$ cat src/rtl/s2p_frame_rx.sv
`default_nettype none
// ============================================================================
// Module   : s2p_frame_rx
// Brief    : Serial-to-parallel frame receiver. Deframes start/data/parity/
//            stop on the shared link clock, checks parity and framing, and
//            hands each good byte to the consumer over a valid/ack handshake.
// Revision : 1.0 - initial release
// ============================================================================
module s2p_frame_rx #(
  parameter int          DATA_W    = 8,
  parameter int unsigned PARITY_EN = 1
) (
  input  logic              ic_clk_ctrl,
  input  logic              reset,
  input  logic              S_data_in,
  input  logic              end_pass,
  input  logic              data_ack,
  output logic [DATA_W-1:0] P_data_out,
  output logic              data_valid,
  output logic              busy,
  output logic              parity_error,
  output logic              frame_error,
  output logic              overrun
);

  localparam int CNT_W = (DATA_W > 1) ? $clog2(DATA_W) : 1;

  typedef enum logic [2:0] {
    S_IDLE      = 3'd0,
    S_DATA      = 3'd1,
    S_PARITY    = 3'd2,
    S_STOP      = 3'd3,
    S_WAIT_IDLE = 3'd4
  } state_t;

  state_t              state_q, state_d;
  logic [DATA_W-1:0]   shift_q, shift_d;
  logic [CNT_W-1:0]    cnt_q,   cnt_d;
  logic                par_q,   par_d;
  logic [DATA_W-1:0]   data_q,  data_d;
  logic                valid_q, valid_d;
  logic                ovr_q,   ovr_d;
  logic                perr_q,  perr_d;
  logic                ferr_q,  ferr_d;
  logic                accept;

  // State, datapath and handshake registers; reset clears everything at once.
  always_ff @(posedge ic_clk_ctrl or posedge reset) begin
    if (reset) begin
      state_q <= S_IDLE;
      shift_q <= '0;
      cnt_q   <= '0;
      par_q   <= 1'b0;
      data_q  <= '0;
      valid_q <= 1'b0;
      ovr_q   <= 1'b0;
      perr_q  <= 1'b0;
      ferr_q  <= 1'b0;
    end else begin
      state_q <= state_d;
      shift_q <= shift_d;
      cnt_q   <= cnt_d;
      par_q   <= par_d;
      data_q  <= data_d;
      valid_q <= valid_d;
      ovr_q   <= ovr_d;
      perr_q  <= perr_d;
      ferr_q  <= ferr_d;
    end
  end

  // Deframing FSM, stop-edge decision and consumer handshake.
  always_comb begin
    state_d = state_q;
    shift_d = shift_q;
    cnt_d   = cnt_q;
    par_d   = par_q;
    data_d  = data_q;
    valid_d = valid_q;
    ovr_d   = ovr_q;
    perr_d  = 1'b0;
    ferr_d  = 1'b0;
    accept  = 1'b0;

    case (state_q)
      S_IDLE: begin
        if (!S_data_in) begin
          state_d = S_DATA;
          cnt_d   = CNT_W'(DATA_W - 1);
        end
      end
      S_DATA: begin
        // MSB arrives first, so each new bit enters at the LSB.
        shift_d    = shift_q << 1;
        shift_d[0] = S_data_in;
        if (cnt_q == '0) begin
          state_d = (PARITY_EN != 0) ? S_PARITY : S_STOP;
        end else begin
          cnt_d = cnt_q - CNT_W'(1);
        end
      end
      S_PARITY: begin
        par_d   = S_data_in;
        state_d = S_STOP;
      end
      S_STOP: begin
        if (S_data_in) begin
          state_d = S_IDLE;
          if ((PARITY_EN != 0) && (par_q != ^shift_q)) begin
            perr_d = 1'b1;
          end else begin
            accept = 1'b1;
          end
        end else begin
          // Low stop bit: wait for the line to recover before hunting again.
          ferr_d  = 1'b1;
          state_d = S_WAIT_IDLE;
        end
      end
      S_WAIT_IDLE: begin
        if (S_data_in) begin
          state_d = S_IDLE;
        end
      end
      default: state_d = S_IDLE;
    endcase

    // Abort wins over everything the frame was about to do, silently.
    if (end_pass) begin
      state_d = S_IDLE;
      perr_d  = 1'b0;
      ferr_d  = 1'b0;
      accept  = 1'b0;
    end

    if (data_ack) begin
      ovr_d = 1'b0;
      if (valid_q) begin
        valid_d = 1'b0;
      end
    end

    // A new byte lands only if the holding register is free or being freed now.
    if (accept) begin
      if (!valid_q || data_ack) begin
        data_d  = shift_q;
        valid_d = 1'b1;
      end else begin
        ovr_d = 1'b1;
      end
    end
  end

  assign P_data_out   = data_q;
  assign data_valid   = valid_q;
  assign busy         = (state_q != S_IDLE);
  assign parity_error = perr_q;
  assign frame_error  = ferr_q;
  assign overrun      = ovr_q;

endmodule
`default_nettype wire
$ cat config.mk
export PLATFORM = sky130hd
export DESIGN_NAME = s2p_frame_rx
export DESIGN_NICKNAME = d
export VERILOG_FILES = /design/src/rtl/s2p_frame_rx.sv
export SDC_FILE = /design/constraint.sdc
export NUM_CORES = 1
export LEC_CHECK = 0
export ABC_AREA = 1
export CAP_MARGIN = 15
export CORE_ASPECT_RATIO = 1.75
export CORE_MARGIN = 2
export CORE_UTILIZATION = 45
export CTS_CLUSTER_DIAMETER = 200
export DETAILED_ROUTE_END_ITERATION = 6
export DONT_BUFFER_PORTS = 1
export PLACE_DENSITY = 0.67
export SLEW_MARGIN = 20
export SYNTH_ARGS = -nofsm -noshare
export SYNTH_HDL_FRONTEND = slang
export SYNTH_SLANG_ARGS = --single-unit
$ cat constraint.sdc
create_clock -name ic_clk_ctrl -period 1.4 [get_ports ic_clk_ctrl]
set_input_delay 0.28 -clock ic_clk_ctrl [delete_from_list [all_inputs] [get_ports ic_clk_ctrl]]
set_output_delay 0.28 -clock ic_clk_ctrl [all_outputs]
set_load 0.005 [all_outputs]
* Word-level counts from Yosys, hierarchy flattened
Cells that the tools add are included.
** Storage, ports and cells
- Logic and storage cells :: 56
- Bits of input ports :: 5
- Bits in registers :: 27
- Output and inout bits :: 13
** Cells by class
- Muxes and demuxes :: 26
- Add/subtract/negate cells :: 1
- Eq/ne operators :: 10
- Reductions and logical operators :: 10
** Operators with widths (number)
- $mux W3 :: 7
- $mux W1 :: 17
- $pmux W3 S5 :: 1
- $ne A3 B3 Y1 const B :: 3
- $reduce_xor A8 Y1 :: 1
- $eq A3 B2 Y1 const B :: 2
- $logic_not A3 Y1 :: 2
- $pmux W3 S2 :: 1
- $reduce_and A3 Y1 :: 2
- $ne A2 B2 Y1 const B :: 2
- $eq A3 B1 Y1 const B :: 1
- $eq A3 B3 Y1 const B :: 1
- $reduce_bool A3 Y1 :: 1
- $sub A3 B1 Y3 const B :: 1
- $reduce_and A2 Y1 :: 1
- $reduce_bool A2 Y1 :: 1
- $logic_not A1 Y1 :: 1
- $logic_or A1 B1 Y1 :: 1
- $ne A1 B1 Y1 :: 1

* Logic depth before layout (Yosys ltp)
Gate-level depths: netlist of run 1.
- Depth in word-level cells :: 7
- Depth in mapped cells :: 12
- Depth with buffers taken out :: 12

* Worst setup path after synthesis of run 1
OpenSTA, ideal clock, no wires.
- Kind :: reg-to-reg
- Start point :: register state_q[2]
- End point :: register data_q[0] (netlist: P_data_out[0])
- Data required time :: 1283 ps
- Arrival time :: 1198 ps
- Path buffers :: 0
- Stages on the path, launching flop included :: 8
- Clock period less this slack :: 1316 ps
- Setup slack :: 84 ps
- Setup time :: 117 ps
- Path through :: dfrtp_1 or2_4 nor2_4 nand2_4 nor2_8 nand3_4 nand2_1 nand2_1
** On the way
- Longest elaborated chain between the ends :: 4
** RTL lines
- start, declared :: RTL line 36 : state_t state_q, state_d;
- start signal, assigned :: RTL line 60 : state_q <= state_d;
- $eq A3 B2 Y1 :: RTL line 85 : case (state_q)
- $mux W1 :: RTL line 85
- $mux W1 :: RTL line 129 : if (end_pass) begin
- $reduce_and A2 Y1 (no line)
- end signal, assigned :: RTL line 64 : data_q <= data_d;
- end, declared :: RTL line 40 : logic [DATA_W-1:0] data_q, data_d;
Every way passes these cells.
A chain may end at the register's enable or synchronous reset.

* Final worst setup path of run 1
- Start point :: register shift_q[4]
- End point :: register data_q[6] (netlist: P_data_out[6])
** On the way
- Longest elaborated chain between the ends :: 7
** RTL lines
- start, declared :: RTL line 37 : logic [DATA_W-1:0] shift_q, shift_d;
- start signal, assigned :: RTL line 61 : shift_q <= shift_d;
- $reduce_xor A8 Y1 :: RTL line 109 : if ((PARITY_EN != 0) && (par_q != ^shift_q)) begin
- $ne A1 B1 Y1 :: RTL line 109
- $mux W1 :: RTL line 109
- $mux W1 :: RTL line 107 : if (S_data_in) begin
- $mux W1 :: RTL line 85
- $mux W1 :: RTL line 129
- $reduce_and A2 Y1 (no line)
Every way passes these cells.

==> flow_summary_export.csv, run 1 <==
group,metric,value,unit
status,status,"finished with violations",
status,violations,"negative setup slack",
floorplanning,die_y,75.92,um
detailed_routing,drt-total-wl,2.716,mm
sta,fmax,672.1,MHz
logic_synthesis,netlist_top_cells_area,"dfrtp_1 (51%), nand2_1 (16%), nand4_1 (4.7%)",
global_route,grt_pass1_wl,4.402,mm
placed_design,place_congestion,0.8006,
cells_and_area,fin_util,59.13,%
clocking,clk_path_buf_depth,2,
sta,rsz0062_at_grt,"yes",
logic_synthesis,yosys_register_bits,27,
global_route,overflow,0,
detailed_routing,drc,0,
setup_path,reg2reg_from,"shift_q[4]",
detailed_routing,vias_per_cell,5.123,
cells_and_area,drive_gt1_share,37.70,%
setup_path,cp.required,1.57,ns
setup_path,crit_arrival,1.66,ns
logic_synthesis,yosysTopAreaCellShare,50.80,%
logic_synthesis,synth.distinct_cells,29,
power,p_per_area,2145,mW/mm^2
placed_design,io_buffers,0,
detailed_routing,dr_total_vias,1081,
logic_synthesis,synth_cells,154,
logic_synthesis,avgSynthCellArea,8.637,um^2
logic_synthesis,synth-main-ff-cell,"dfrtp_1",
setup_path,path_class,"flop to flop",
min_path,holdPathEnd,"state_q[1]",
cells_and_area,synthToLayoutAreaGrowth,27.28,%
cells_and_area,multi_input_area,630.6,um^2
sta,hold_violations,0,
setup_path,r2r_cells,12,
placed_design,dp_hpwl,1.911,mm
clocking,clk_pin_slew_worst_paths,0.09,ns
global_route,use_met1,16.02,%
setup_path,cp-start-kind,"flop",
clocking,insertion_delay,0.27,ns
min_path,min_path_type,"primary input to flop",
global_route,grt_max_degree,28,
floorplanning,die_width,45.10,um
logic_synthesis,synth_common_cells,"nand2_1 (55), dfrtp_1 (27), inv_1 (16)",
logic_synthesis,netlist_area,0.001330,mm^2
logic_synthesis,yosysSeqAreaShare,50.80,%
setup_path,end_kind,"flop",
min_path,min_path_cells,1,
logic_synthesis,synth_edf_count,0,
global_route,met2_usage,32.29,%
global_route,grt.busiest_layer,"met2",
clocking,cts_tree,"yes",
detailed_routing,drt-initial-drc-count,13,
detailed_routing,antenna_left,0,
run,maxCapViolCount,0,
clocking,clock-root-buffer,"clkbuf_8",
logic_synthesis,syn_nets,161,
detailed_routing,wl_per_cell,12.87,um
power,max-vdd-ir-drop,1086,uV
setup_path,rrSetupSlack,-0.09,ns
sta,period_minus_slack,1.488,ns
global_route,grt_pass1_vias,1116,
sta,relSlewSlack,77.52,%
global_route,antenna_found_initial,0,
logic_synthesis,synth.most_common_cell,"nand2_1",
floorplanning,core,0.002863,mm^2
sta,hold_ws,0.05619,ns
logic_synthesis,yosys_warnings,0,
power,p_leak,0.9224,nW
global_route,grt.met3_usage,2.619,%
cells_and_area,nets,191,
sta,setup_tns,-0.6145,ns
sta,tightest_slew,0.3372,ns
sta,setup_viol,10,
logic_synthesis,yosys.area.top_type,"dfrtp_1",
clocking,htreeDepth,1,
detailed_routing,drtPass1Iterations,4,
clocking,cts_sinks,27,
logic_synthesis,async_flop_share,100.0,%
clocking,numCtsBuffers,3,
cells_and_area,final-seq-area,675.6,um^2
cells_and_area,fill_cells,255,
sta,layout_setup_ws,-0.08787,ns
setup_path,cp_max_fo,8,
sta,finalMaxSlewViolations,0,
global_route,grt_usage,17.47,%
min_path,hp-start,"end_pass",
cells_and_area,antenna_cells,0,
floorplanning,ios,18,
floorplanning,dieArea,0.003424,mm^2
setup_path,r2r-end,"P_data_out[6]",
sta,min_period_over_period,106.3,%
floorplanning,initial_utilization,46.46,%
floorplanning,fp-row-count,26,
sta,fin_skew,0.002161,ns
==> power breakdown <==
| group | switching (mW) | internal (mW) | leakage, nW |
|---|---|---|---|
| Sequential | 0.185 | 0.982 | 0.355 |
| Clock | 0.234 | 0.204 | 0.0228 |
| Combinational | 1.06 | 0.963 | 0.545 |
==> flip-flops by register name (all words and copies together), names as in the netlist <==
name / count
P_data_out: 8
shift_q: 8
cnt_q: 3
state_q: 3
data_valid: 1
frame_error: 1
overrun: 1
par_q: 1
parity_error: 1
==> how the worst max path moves through the flow <==
| stage | from | to | slack [ns] | depth (start not counted) |
|---|---|---|---|---|
| floorplan | state_q[2] | P_data_out[0] | 0.08 | 7 |
| global placement | shift_q[7] | P_data_out[5] | -0.008 | 11 |
| detailed placement | shift_q[1] | P_data_out[6] | -0.09 | 11 |
| CTS | shift_q[5] | P_data_out[7] | -0.02 | 12 |
| global route | shift_q[4] | P_data_out[2] | -0.19 | 12 |
| finish | shift_q[4] | P_data_out[6] | -0.09 | 12 |
==> logic make-up (layout without fill, tap and decap cells) <==
| group | count (synthesis) | after routing | synth area share (%) |
|---|---|---|---|
| fa+ha+maj | 2 | 2 | 1.881 |
| simple gates | 86 | 86 | 31.99 |
| buf+inv | 24 | 53 | 7.996 |
| xor+xnor | 2 | 2 | 1.317 |
| flops | 27 | 27 | 50.80 |
| compound gates | 13 | 13 | 6.020 |
==> cell usage in the layout (no fill, tap or decap), drive strengths merged, types with 2 or more instances in the layout <==
cell type and instances:
ha 2, nand2 59, nor2 9, inv 19
a22oi 2, dfrtp 27, nand3 6, nand4 10
clkinv 2, o21ai 8, buf 27, clkbuf 4
==> final cells by class <==
cell class / instances / share of cell area [%]
sequential: 27 / 39.91
multi-input combinational: 103 / 37.25
timing repair buffer: 28 / 13.45
inverter: 21 / 4.656
clock buffer: 4 / 2.661
tap: 28 / 2.069
==> worst max-delay path, cell delays in order (launching register included) <==
cell and delay [ns]:
dfrtp_1 0.42, inv_2 0.08, nand2_2 0.06, nand2_1 0.08, nand2_2 0.06, nand2_2 0.06
nand2_2 0.06, nand2_1 0.09, nand2_2 0.07, nand2_4 0.10, nand3_4 0.14, nand2_1 0.10
nand2_1 0.05
==> per-layer routing <==
layer  up-vias  share of wire, %  wire, um
li1        550                 -         -
met1       510                37       997
met2        16                58      1584
met3         5               2.4        66
met4         0               2.5        68
met5         -                 0         0
==> timing repair <==
| action | 4_1_cts | 5_1_grt |
|---|---|---|
| pin swaps | 10 | 11 |
| hold endpoints to repair | 27 | 0 |
| gates cloned | 0 | 0 |
| setup buffers | 9 | 3 |
| hold buffers | 1 | 0 |
| endpoints found under the setup margin | 10 | 15 |
| gates resized for setup | 5 | 26 |
==> per-stage QoR <==
stage / power (mW) / instances / instance area (um^2) / setup slack [ns]
after detailed placement: 2.598 / 194 / 1450 / -0.08764
after CTS: 3.375 / 208 / 1593 / -0.01952
after global placement: 2.539 / 194 / 1450 / -0.008432
after global routing: 3.909 / 211 / 1693 / -0.1901
final: 3.631 / 211 / 1693 / -0.08787
after floorplan: 2.245 / 154 / 1330 / 0.08448
No activity file was read; power rests on OpenSTA's default activity.
==> inputs of run 2 (changes only) <==
CELL_PAD_IN_SITES_DETAIL_PLACEMENT = 1   (was default)
CELL_PAD_IN_SITES_GLOBAL_PLACEMENT = 2   (was default)
CORE_MARGIN = default   (was 2)
CORE_UTILIZATION = 33   (was 45)
PLACE_DENSITY = 0.77   (was 0.67)
==> flow_summary_export.csv, run 2 (synthesis gave the netlist of run 1 again) <==
group,metric,value,unit
setup_path,r2r-end,"P_data_out[7]",
detailed_routing,antenna_left,0,
cells_and_area,layout_common_cells,"nand2_1 (41), dfrtp_1 (27), buf_4 (22)",
setup_path,end_kind,"flop",
floorplanning,dieArea,0.004298,mm^2
clocking,cts_sinks,27,
setup_path,cp_max_fo,8,
cells_and_area,synthToLayoutAreaGrowth,29.07,%
power,p_leak,0.9227,nW
sta,rsz0062_at_grt,"yes",
global_route,grt_pass1_vias,1230,
setup_path,rrSetupSlack,-0.1,ns
sta,fin_skew,0.006580,ns
floorplanning,core,0.003866,mm^2
min_path,hp-start,"end_pass",
detailed_routing,vias_per_cell,4.840,
global_route,grt_max_degree,28,
placed_design,place_congestion,0.7533,
power,p_per_area,2142,mW/mm^2
sta,hold_violations,0,
min_path,min_path_type,"primary input to flop",
sta,period_minus_slack,1.499,ns
global_route,grt_usage,16.78,%
run,maxCapViolCount,0,
detailed_routing,wl_per_cell,14.50,um
power,max-vdd-ir-drop,913.6,uV
cells_and_area,fill_cells,462,
sta,setup_viol,8,
cells_and_area,nets,191,
setup_path,path_class,"flop to flop",
global_route,antenna_found_initial,0,
clocking,clk_pin_slew_worst_paths,0.10,ns
floorplanning,initial_utilization,34.40,%
cells_and_area,drive_gt1_share,34.97,%
setup_path,cp-start-kind,"flop",
floorplanning,ios,18,
setup_path,r2r_cells,10,
setup_path,slowest_delay,0.44,ns
setup_path,path_common_cell,"nand2_2",
global_route,overflow,0,
clocking,numCtsBuffers,3,
sta,min_period_over_period,107.1,%
setup_path,path_delay_family,"simple AND/OR/NAND/NOR gates",
clocking,cts_tree,"yes",
min_path,min_path_cells,1,
sta,layout_setup_ws,-0.09877,ns
detailed_routing,drt-total-wl,3.350,mm
clocking,insertion_delay,0.27,ns
setup_path,cp.required,1.57,ns
sta,setup_tns,-0.6697,ns
cells_and_area,antenna_cells,0,
setup_path,reg2reg_from,"shift_q[5]",
floorplanning,fp-row-count,30,
sta,fmax,667.2,MHz
global_route,grt_pass1_wl,5.471,mm
min_path,holdPathEnd,"state_q[0]",
clocking,htreeDepth,1,
detailed_routing,drtPass1Iterations,2,
clocking,clock-root-buffer,"clkbuf_8",
setup_path,crit_arrival,1.67,ns
sta,finalMaxSlewViolations,0,
floorplanning,die_y,85.99,um
clocking,clk_path_buf_depth,2,
detailed_routing,drc,0,
status,violations,"negative setup slack",
cells_and_area,fin_util,44.40,%
floorplanning,die_width,49.99,um
detailed_routing,dr_total_vias,1118,
placed_design,dp_hpwl,2.579,mm
cells_and_area,design_area,0.001717,mm^2
detailed_routing,drt-initial-drc-count,5,
sta,relSlewSlack,71.89,%
setup_path,crit_chain,"inv_2, nand2_2, nand3_1, nand3_1, nand2_2, nand2_2, nand2_4, nand3_4, nand2_2, nand2_2",
sta,tightest_slew,0.4207,ns
setup_path,cpMaxStageDelayCell,"dfrtp_1",
cells_and_area,final_common_cell,"nand2_1",
placed_design,pre_cts_ws,-0.1201,ns
status,status,"finished with violations",
placed_design,post_dp_cell_area,0.001503,mm^2
placed_design,io_buffers,0,
setup_path,cp_num_buf_inv,1,
[run 2: cell count changes in the layout (fill, tap and decap cells not counted), sizes merged]
cell	before	now
clkbuf	4	3
clkinvlp	0	1
[run 2: power by group]
| part | total, mW | internal (mW) | leakage (nW) | switching [mW] |
|---|---|---|---|---|
| clock network | 0.452 | 0.202 | 0.0217 | 0.250 |
| registers | 1.17 | 0.982 | 0.355 | 0.190 |
| logic | 2.05 | 0.976 | 0.546 | 1.08 |
| total | 3.68 | 2.16 | 0.923 | 1.52 |
[run 2: worst max-delay path by stage]
stage                          to  depth (start not counted)       start  slack, ns
floorplan           P_data_out[0]                          7  state_q[2]       0.08
global placement    P_data_out[4]                         11  shift_q[1]     -0.008
detailed placement  P_data_out[2]                         11  shift_q[1]      -0.12
CTS                 P_data_out[2]                         12  shift_q[5]      -0.07
global route        P_data_out[5]                         12  shift_q[5]      -0.23
finish              P_data_out[7]                         10  shift_q[5]       -0.1
[run 2: layout make-up]
class / instances / area, um^2 / share of cell area [%]
multi-input combinational: 103 / 613.1 / 35.71
inverter: 21 / 78.83 / 4.592
tap: 48 / 60.06 / 3.499
clock inverter: 1 / 7.507 / 0.4373
clock buffer: 3 / 41.29 / 2.405
sequential: 27 / 675.6 / 39.36
timing repair buffer: 28 / 240.2 / 13.99
[run 2: metal layers]
metal	up-vias	global-route usage (%)	wire length, um
li1	542	-	-
met1	567	16.41	1175
met2	7	34.30	2111
met3	2	1.773	38
met4	0	5.455	24
met5	-	0	0
[run 2: repair_timing]
| item | 4_1_cts | 5_1_grt |
|---|---|---|
| gates resized for setup | 17 | 9 |
| hold buffers | 1 | 0 |
| hold endpoints to repair | 27 | 0 |
| buffers inserted | 4 | 6 |
| pin swaps | 5 | 8 |
| setup endpoints to repair | 13 | 16 |
[run 2: through the flow]
step / std cells / power [mW] / hold slack [ns]
floorplan: 154 / 2.245 / 0.3327
global placement: 216 / 2.692 / 0.2518
detailed placement: 216 / 2.795 / 0.2573
CTS: 225 / 3.570 / 0.05239
global route: 231 / 3.976 / 0.04388
finish: 231 / 3.677 / 0.05884
[run 2: worst register-to-register path: cells and delay by family (launching register included)]
kind,cells,cell delay [ns]
AND/OR/NAND/NOR,9,0.88
flip-flops,1,0.44
buffers and inverters,1,0.08
